[config.mk]
export PLATFORM = sky130hd
export DESIGN_NAME = regfile_mp_sb
export DESIGN_NICKNAME = d
export VERILOG_FILES = /design/src/rtl/regfile_pkg.sv /design/src/rtl/regfile_scoreboard.sv /design/src/rtl/regfile_mp_sb.sv
export SDC_FILE = /design/constraint.sdc
export NUM_CORES = 2
export LEC_CHECK = 0
export CAP_MARGIN = 15
export CORE_ASPECT_RATIO = 1.5
export CORE_MARGIN = 1
export CORE_UTILIZATION = 55
export DETAILED_ROUTE_END_ITERATION = 8
export PLACE_DENSITY = 0.77
export SYNTH_ARGS = -nofsm -noshare
export SYNTH_HDL_FRONTEND = slang
export SYNTH_SLANG_ARGS = --single-unit
[constraint.sdc]
create_clock -name clk -period 3.2 [get_ports clk]
set_clock_uncertainty 0.1 [all_clocks]
set_input_delay 0.32 -clock clk [delete_from_list [all_inputs] [get_ports clk]]
set_output_delay 0.32 -clock clk [all_outputs]
set_load 0.005 [all_outputs]
[src/rtl/regfile_pkg.sv]
// Shared types, constants and helpers for the multi-port register file.
package regfile_pkg;

   localparam int unsigned XLEN_DEFAULT = 32;
   localparam int unsigned MAX_WR       = 4;

   typedef logic [4:0]              reg_addr_t;
   typedef logic [XLEN_DEFAULT-1:0] reg_data_t;

   localparam reg_addr_t REG_ZERO = '0;

   // Keep only the highest-index set bit; later write ports take priority.
   function automatic logic [MAX_WR-1:0] onehot_priority_hi(input logic [MAX_WR-1:0] req);
      logic [MAX_WR-1:0] sel;
      sel = '0;
      for (int i = 0; i < int'(MAX_WR); i++) begin
         if (req[i]) begin
            sel    = '0;
            sel[i] = 1'b1;
         end
      end
      return sel;
   endfunction

endpackage

[src/rtl/regfile_scoreboard.sv]
// Pending-write scoreboard: one busy flop per register, set by reserve, cleared by write-back.
module regfile_scoreboard
   import regfile_pkg::*;
#(
   parameter int unsigned NUM_REGS = 32,
   parameter int unsigned NUM_RD   = 2,
   parameter int unsigned NUM_WR   = 1,
   parameter bit          ZERO_REG = 1'b1,
   parameter bit          BYPASS   = 1'b1,
   localparam int unsigned AW      = $clog2(NUM_REGS)
) (
   input  logic                 clk,
   input  logic                 rst,
   input  logic [NUM_WR-1:0]    wr_en,
   input  logic [NUM_WR*AW-1:0] wr_addr,
   input  logic                 rsv_en,
   input  logic [AW-1:0]        rsv_addr,
   input  logic [NUM_RD*AW-1:0] rd_addr,
   output logic [NUM_RD-1:0]    rd_busy,
   output logic [NUM_REGS-1:0]  busy_vec
);

   logic [NUM_REGS-1:0] busy;
   logic [NUM_REGS-1:0] busy_nxt;

   // Next scoreboard: retiring writes clear, a new reservation overrides the clear.
   always_comb begin
      busy_nxt = busy;
      for (int p = 0; p < int'(NUM_WR); p++) begin
         if (wr_en[p]) busy_nxt[wr_addr[p*AW +: AW]] = 1'b0;
      end
      if (rsv_en && !(ZERO_REG && rsv_addr == AW'(REG_ZERO))) busy_nxt[rsv_addr] = 1'b1;
   end

   // Busy flops with synchronous clear.
   always_ff @(posedge clk) begin
      if (rst) busy <= '0;
      else     busy <= busy_nxt;
   end

   // Per-port busy, masked when the producer retires this very cycle and data is forwarded.
   always_comb begin
      logic [AW-1:0] addr;
      logic          hit;
      rd_busy = '0;
      addr    = '0;
      hit     = 1'b0;
      for (int r = 0; r < int'(NUM_RD); r++) begin
         addr = rd_addr[r*AW +: AW];
         hit  = 1'b0;
         for (int p = 0; p < int'(NUM_WR); p++) begin
            if (wr_en[p] && wr_addr[p*AW +: AW] == addr) hit = 1'b1;
         end
         rd_busy[r] = !rst && busy[addr] && !(BYPASS && hit) &&
                      !(ZERO_REG && addr == AW'(REG_ZERO));
      end
   end

   assign busy_vec = busy;

endmodule

[src/rtl/regfile_mp_sb.sv]
// Multi-port integer register file with write-back forwarding and pending-write scoreboard.
module regfile_mp_sb
   import regfile_pkg::*;
#(
   parameter int unsigned XLEN     = XLEN_DEFAULT,
   parameter int unsigned NUM_REGS = 32,
   parameter int unsigned NUM_RD   = 2,
   parameter int unsigned NUM_WR   = 1,
   parameter bit          ZERO_REG = 1'b1,
   parameter bit          BYPASS   = 1'b1,
   localparam int unsigned AW      = $clog2(NUM_REGS)
) (
   input  logic                   clk,
   input  logic                   rst,
   input  logic [NUM_WR-1:0]      wr_en,
   input  logic [NUM_WR*AW-1:0]   wr_addr,
   input  logic [NUM_WR*XLEN-1:0] wr_data,
   input  logic                   rsv_en,
   input  logic [AW-1:0]          rsv_addr,
   input  logic [NUM_RD*AW-1:0]   rd_addr,
   output logic [NUM_RD*XLEN-1:0] rd_data,
   output logic [NUM_RD-1:0]      rd_busy,
   output logic [NUM_REGS-1:0]    busy_vec
);

   logic [XLEN-1:0]     regs   [NUM_REGS];
   logic [XLEN-1:0]     wr_val [NUM_REGS];
   logic [NUM_REGS-1:0] wr_hit;
   logic [NUM_WR-1:0]   wr_eff;

   // Enabled write ports whose address equals a.
   function automatic logic [NUM_WR-1:0] wr_match(input logic [AW-1:0] a,
                                                  input logic [NUM_WR-1:0] en,
                                                  input logic [NUM_WR*AW-1:0] addrs);
      logic [NUM_WR-1:0] m;
      m = '0;
      for (int p = 0; p < int'(NUM_WR); p++) m[p] = en[p] && addrs[p*AW +: AW] == a;
      return m;
   endfunction

   // Data of the highest-index matching port.
   function automatic logic [XLEN-1:0] pick_wr_data(input logic [NUM_WR-1:0] hit,
                                                    input logic [NUM_WR*XLEN-1:0] data);
      logic [MAX_WR-1:0] sel;
      logic [XLEN-1:0]   res;
      sel = onehot_priority_hi(MAX_WR'(hit));
      res = '0;
      for (int p = 0; p < int'(NUM_WR); p++) begin
         if (sel[p]) res = data[p*XLEN +: XLEN];
      end
      return res;
   endfunction

   // Effective write enables: writes to the hardwired zero register are dropped.
   always_comb begin
      wr_eff = '0;
      for (int p = 0; p < int'(NUM_WR); p++) begin
         wr_eff[p] = wr_en[p] && !(ZERO_REG && wr_addr[p*AW +: AW] == AW'(REG_ZERO));
      end
   end

   // Per-register write resolution with highest-port priority.
   always_comb begin
      wr_hit = '0;
      for (int i = 0; i < int'(NUM_REGS); i++) begin
         wr_hit[i] = |wr_match(AW'(i), wr_eff, wr_addr);
         wr_val[i] = pick_wr_data(wr_match(AW'(i), wr_eff, wr_addr), wr_data);
      end
   end

   // Storage array with synchronous clear; writes in the reset cycle are discarded.
   always_ff @(posedge clk) begin
      for (int i = 0; i < int'(NUM_REGS); i++) begin
         if (rst)            regs[i] <= '0;
         else if (wr_hit[i]) regs[i] <= wr_val[i];
      end
   end

   // Read muxes: zero register first, then forwarded write data, then stored value.
   always_comb begin
      logic [AW-1:0]     addr;
      logic [NUM_WR-1:0] hit;
      rd_data = '0;
      addr    = '0;
      hit     = '0;
      for (int r = 0; r < int'(NUM_RD); r++) begin
         addr = rd_addr[r*AW +: AW];
         hit  = wr_match(addr, wr_eff, wr_addr);
         if (rst || (ZERO_REG && addr == AW'(REG_ZERO)))
            rd_data[r*XLEN +: XLEN] = '0;
         else if (BYPASS && |hit)
            rd_data[r*XLEN +: XLEN] = pick_wr_data(hit, wr_data);
         else
            rd_data[r*XLEN +: XLEN] = regs[addr];
      end
   end

   regfile_scoreboard #(
      .NUM_REGS (NUM_REGS),
      .NUM_RD   (NUM_RD),
      .NUM_WR   (NUM_WR),
      .ZERO_REG (ZERO_REG),
      .BYPASS   (BYPASS)
   ) u_sb (
      .clk      (clk),
      .rst      (rst),
      .wr_en    (wr_en),
      .wr_addr  (wr_addr),
      .rsv_en   (rsv_en),
      .rsv_addr (rsv_addr),
      .rd_addr  (rd_addr),
      .rd_busy  (rd_busy),
      .busy_vec (busy_vec)
   );

endmodule

# ---- Word level (Yosys, flattened, before mapping)
# Memory sizes are Yosys's and may differ from the RTL's.
# Index checks and enable logic that the tools add are counted.
dict set report totals {
  ram_bits 1024
  regBits 32
  memories 1
}
# memory depth word_bits read_ports rd_ports_with_merged_regs wr line_no
set mem_list {}
lappend mem_list {regs 32 32 2 0 32 regfile_mp_sb.sv:26} ;# logic [XLEN-1:0] regs [NUM_REGS];
dict set report op_classes {
  magnitude_cmp 6
  n_reduce_logical 59
  eq_ne 33
  mux 216
  n_bitwise 35
}
# operator count
set op_table {}
lappend op_table {{32-bit 2-to-1 mux} 72}
lappend op_table {{1-bit 2-to-1 mux} 140}
lappend op_table {{5-bit == test (second input constant)} 16}
lappend op_table {{1-bit logical AND} 46}
lappend op_table {{5-bit by 4-bit == test with 1-bit output (second input constant)} 8}
lappend op_table {{32-bit AND} 1}
lappend op_table {{32-bit NOT} 1}
lappend op_table {{1-bit bitwise OR} 32}
lappend op_table {{32-bit bitwise OR} 1}
lappend op_table {{5-bit by 6-bit < comparator with 1-bit output (second input constant)} 4}
lappend op_table {{5-bit by 3-bit == test with 1-bit output (second input constant)} 4}
lappend op_table {{5-bit logical NOT} 4}
lappend op_table {{1-bit binary-select mux with 5-bit select} 2}
lappend op_table {{1-bit demux with 5-bit select} 2}
lappend op_table {{5-bit by 2-bit == test with 1-bit output (second input constant)} 2}
lappend op_table {{5-bit == test} 2}
lappend op_table {{5-bit by 1-bit >= comparator with 1-bit output (second input constant)} 2}
lappend op_table {{1-bit logical NOT} 7}
lappend op_table {{5-bit by 1-bit == test with 1-bit output (second input constant)} 1}
lappend op_table {{1-bit logical OR} 2}

# ---- Longest topological paths before layout
dict set report logic_depth {
  depth_word 9
  depth_mapped 9
  ltp_nobuf 5
}

# ---- Cells and area by module
# Synthesis repeated with hierarchy kept, for this count alone.
dict set report unflattened {
  cells_unflattened 4040
  area_unflattened_um2 57331.2
}
# mod cells_per_inst area_per_inst_um2 seq_area_each_um2 n_inst
set by_module_without_submodules {}
lappend by_module_without_submodules {regfile_mp_sb 3818 55254.2 30749.5 1}
lappend by_module_without_submodules {regfile_scoreboard 222 2077.0 640.6 1}

# ---- Worst setup path after synthesis
# Ideal clock, no wire load.
dict set report synth_path {
  path_type {input -> register}
  from {in wr_addr[3]}
  to {mem regs[29][0] in the netlist's numbering (enable)}
  setup_time_ns 0.428
  t_required_ns 2.672
  cell_stages 4
  path_slack_ns 0.096
  arrival_ns 2.575
  n_path_buf 2
  path_cell_list {buf_2 > clkbuf_1 > nand3_1 > o21bai_1}
}
# element line_no
set synth_lines {}
lappend synth_lines {{start: declaration} regfile_mp_sb.sv:16} ;# input logic [NUM_WR*AW-1:0] wr_addr,
lappend synth_lines {{end: declaration} regfile_mp_sb.sv:26}

==> metrics.txt <==
number of enable flip-flop cells after synthesis ~1.0k; leakage power figure about 24 nW; area of the core region 103000 um^2; power density over the cells slightly above 500 nW/um^2; setup repair after global routing missed its margin yes; Initial DRC Count 6310; clock period minus worst slack approximately 3200 ps; count of max-cap constraint violations 0; period utilization 101%; Max rail drop VDD 0.513 mV; setup slack after layout -33.4 ps; fraction of registers with async set or reset after synthesis 0%; critical path start-end classification reg -> out; final setup fails 2; final routed wire length divided by cell count between 30 and 40 um; Slew @ Worst Pin between 900 and 1000 ps; final design utilization between 60 and 70%; commonest non-fill, non-tap cells in the layout sky130_fd_sc_hd__edfxtp_1 (1024), sky130_fd_sc_hd__and2_1 (997), sky130_fd_sc_hd__mux4_2 (525), sky130_fd_sc_hd__buf_4 (256), sky130_fd_sc_hd__buf_12 (121); initial antenna violation count 19; die outline width roughly 260 um; Port Buffers about 150; Total GRT Usage between 30% and 40%; post-CTS clock slew at the launch and capture registers of the worst setup and hold paths approximately 60 ps; sequential-to-total area share from yosys stat 55.2%; Crit Reg-Reg Startpoint u_sb.busy_vec[25]; failing checks negative setup slack; fin nets between 4k and 5k; first-pass iteration count of the detailed router 8; fraction of met2 tracks used by global routing about 59%; area delta synth->final 17.9%; Post-Synthesis Mean Instance Area 15.0 um^2; chip height slightly below 400 um; post-synth cell types 55; commonest non-fill, non-tap cell in the layout sky130_fd_sc_hd__edfxtp_1; synthesis warning total 0; total congestion overflow 0; Skew-Pair Late Insertion Delay around 730 ps; CP Max Fanout 2; proportion of layout cells with a drive suffix above 1 between 30% and 40%; Slew Limit Fails 0; Rel. slew slack a little under two fifths; data required time of the worst path 2780 ps; post-detailed-route DRC marker count 0; number of buffers on the longest clock path 3; number of sinks handled by clock tree synthesis ~1.1k; data arrival time at the worst-slack endpoint ~2800 ps; most used flip-flop cell after synthesis sky130_fd_sc_hd__edfxtp_1; die footprint 105000 um^2; I/O Pins between 150 and 200; crit end category output pin; Synth Cell Area 56900 um^2; Most Crowded Layer GR met2; level count of the clock H-tree 3; via count of the first global-routing pass between 30k and 40k; start point of the worst hold path wr_addr[1]; Synth Register Bits about 1.1k; sum of internal, switching and leakage power 33.9 mW; root buffer cell sky130_fd_sc_hd__clkbuf_16; element type at the critical path start register; Row Count roughly 140; largest net degree at the start of global routing 65; TritonCTS clock tree built; cts bufs inserted 102; outcome complete, but fails checks; final number of hold-violating endpoints 0; met3 usage 10.6%; via count 39.5k; antenna-violating nets left 0; highest clock rate 309 MHz; Detail Placement HPWL 125 mm; wire length of the first global-routing pass 277 mm; ratio of routed vias to standard cells 7.22; GR met1 Demand/Resource a little under half; path type of the worst min-delay path in -> reg; RD Place Congestion between 0.9 and 1; overall routed net length approximately 200 mm; Worst Setup SP regs[23][31]; effective utilization at floorplan between 50% and 60%; number of instances in the synthesized netlist 3803
[layout make-up]
cell class | count | area [um^2]
Clock buffer | 123 | 2670
Sequential cell | 1056 | 31400
Antenna cell | 9 | 22.5
Clock inverter | 63 | 759
Fill cell | 6850 | 35500
Timing Repair Buffer | 536 | 6060
Inverter | 29 | 109
Multi-Input combinational cell | 2335 | 24400
Tap cell | 1314 | 1640
[path summary, 6_finish.rpt]
kind / end / slack, ps / depth (start not counted)
worst max-delay path: rd_data[31] / -30 / 7
worst min-delay path: u_sb.busy_vec[0] / 70 / 5
worst max register to register: u_sb.busy_vec[25] / 2340 / 2
worst min register to register: u_sb.busy_vec[20] / 410 / 2
[registers in the layout, summed over array words and instances, names as in the netlist]
signal	cells
u_sb.busy_vec	32
regs	1024
[through the flow]
stage | hold WS (ps) | setup slack (ps) | instances | area (um^2) | setup TNS [ps]
floorplan | 365 | 96.5 | 3834 | 57000 | 0
global route | 111 | -78.0 | 5458 | 67000 | -161
CTS | 172 | -9.87 | 5443 | 66600 | -9.87
detailed placement | 402 | -445 | 5252 | 62900 | -12600
finish | 71.0 | -33.4 | 5465 | 67000 | -42.9
global placement | 388 | -433 | 5252 | 62900 | -10840
[cell families (layout without fill, tap and decap cells)]
kind of cell,count (synthesis),in the layout,synth area share (%)
XOR/XNOR,10,10,0.154
flip-flops,1056,1056,55.2
other,1,41,0.00659
AO/OA/AOI/OAI,374,374,4.82
multiplexers,662,662,23.3
AND/OR/NAND/NOR,1257,1257,13.0
buffers and inverters,443,751,3.44
[timing repair]
item,4_1_cts,5_1_grt
hold buffers,1,0
gates resized for setup,60,65
pin swaps,8,16
gates cloned,1,1
setup endpoints to repair,59,51
buffers inserted,3,12
hold endpoints to repair,1,0
[per-layer routing]
metal  share of wire [%]  up-vias
li1                    -    15200
met1                  31    19700
met2                  46     3551
met3                  14     1000
met4                 8.4       14
met5               0.065        -
[cells in the mapped netlist (3+ instances only)]
| cell type | n | area share (%) |
|---|---|---|
| sky130_fd_sc_hd__nand3_1 | 9 | 0.079 |
| sky130_fd_sc_hd__a211oi_2 | 19 | 0.42 |
| sky130_fd_sc_hd__mux2i_1 | 71 | 1.2 |
| sky130_fd_sc_hd__o2111a_1 | 31 | 0.61 |
| sky130_fd_sc_hd__dfxtp_1 | 32 | 1.1 |
| sky130_fd_sc_hd__nand3b_1 | 6 | 0.079 |
| sky130_fd_sc_hd__mux2_2 | 66 | 1.3 |
| sky130_fd_sc_hd__edfxtp_1 | 1024 | 54 |
| sky130_fd_sc_hd__mux4_2 | 525 | 21 |
| sky130_fd_sc_hd__and3b_1 | 3 | 0.046 |
| sky130_fd_sc_hd__nor3_2 | 3 | 0.053 |
| sky130_fd_sc_hd__a21o_1 | 27 | 0.36 |
| sky130_fd_sc_hd__o211ai_1 | 32 | 0.42 |
| sky130_fd_sc_hd__a21oi_1 | 10 | 0.088 |
| sky130_fd_sc_hd__nor3_1 | 10 | 0.088 |
| sky130_fd_sc_hd__nand2b_1 | 6 | 0.066 |
| sky130_fd_sc_hd__buf_2 | 72 | 0.63 |
| sky130_fd_sc_hd__nor2b_1 | 7 | 0.077 |
| sky130_fd_sc_hd__o21ai_0 | 55 | 0.48 |
| sky130_fd_sc_hd__clkbuf_1 | 287 | 1.9 |
| sky130_fd_sc_hd__nor3b_1 | 5 | 0.066 |
| sky130_fd_sc_hd__buf_1 | 17 | 0.11 |
| sky130_fd_sc_hd__xnor2_1 | 8 | 0.12 |
| sky130_fd_sc_hd__buf_4 | 23 | 0.30 |
| sky130_fd_sc_hd__or3b_2 | 3 | 0.046 |
| sky130_fd_sc_hd__o21bai_1 | 3 | 0.040 |
| sky130_fd_sc_hd__o221ai_1 | 32 | 0.49 |
| sky130_fd_sc_hd__a211oi_1 | 14 | 0.18 |
| sky130_fd_sc_hd__o22ai_1 | 138 | 1.5 |
| sky130_fd_sc_hd__nand2_1 | 66 | 0.44 |
| sky130_fd_sc_hd__nor2_1 | 129 | 0.85 |
| sky130_fd_sc_hd__and2_1 | 997 | 11 |
| sky130_fd_sc_hd__inv_1 | 29 | 0.19 |
| sky130_fd_sc_hd__buf_6 | 14 | 0.28 |
[power by group]
group	leakage, nW	internal (mW)	switching [mW]
logic	11.9	2.25	2.68
clock network	1.68	7.30	5.37
registers	10.0	15.9	0.399
[worst max-delay path, stage by stage, from the launching register on]
cell,delay [ps]
sky130_fd_sc_hd__edfxtp_1,380
sky130_fd_sc_hd__mux4_2,490
sky130_fd_sc_hd__o22ai_1,240
sky130_fd_sc_hd__nor2_1,70
sky130_fd_sc_hd__buf_4,170
sky130_fd_sc_hd__o221ai_1,200
sky130_fd_sc_hd__nor2_1,90
sky130_fd_sc_hd__clkdlybuf4s50_1,460
Note: power is estimated with default switching activity, not from simulation.
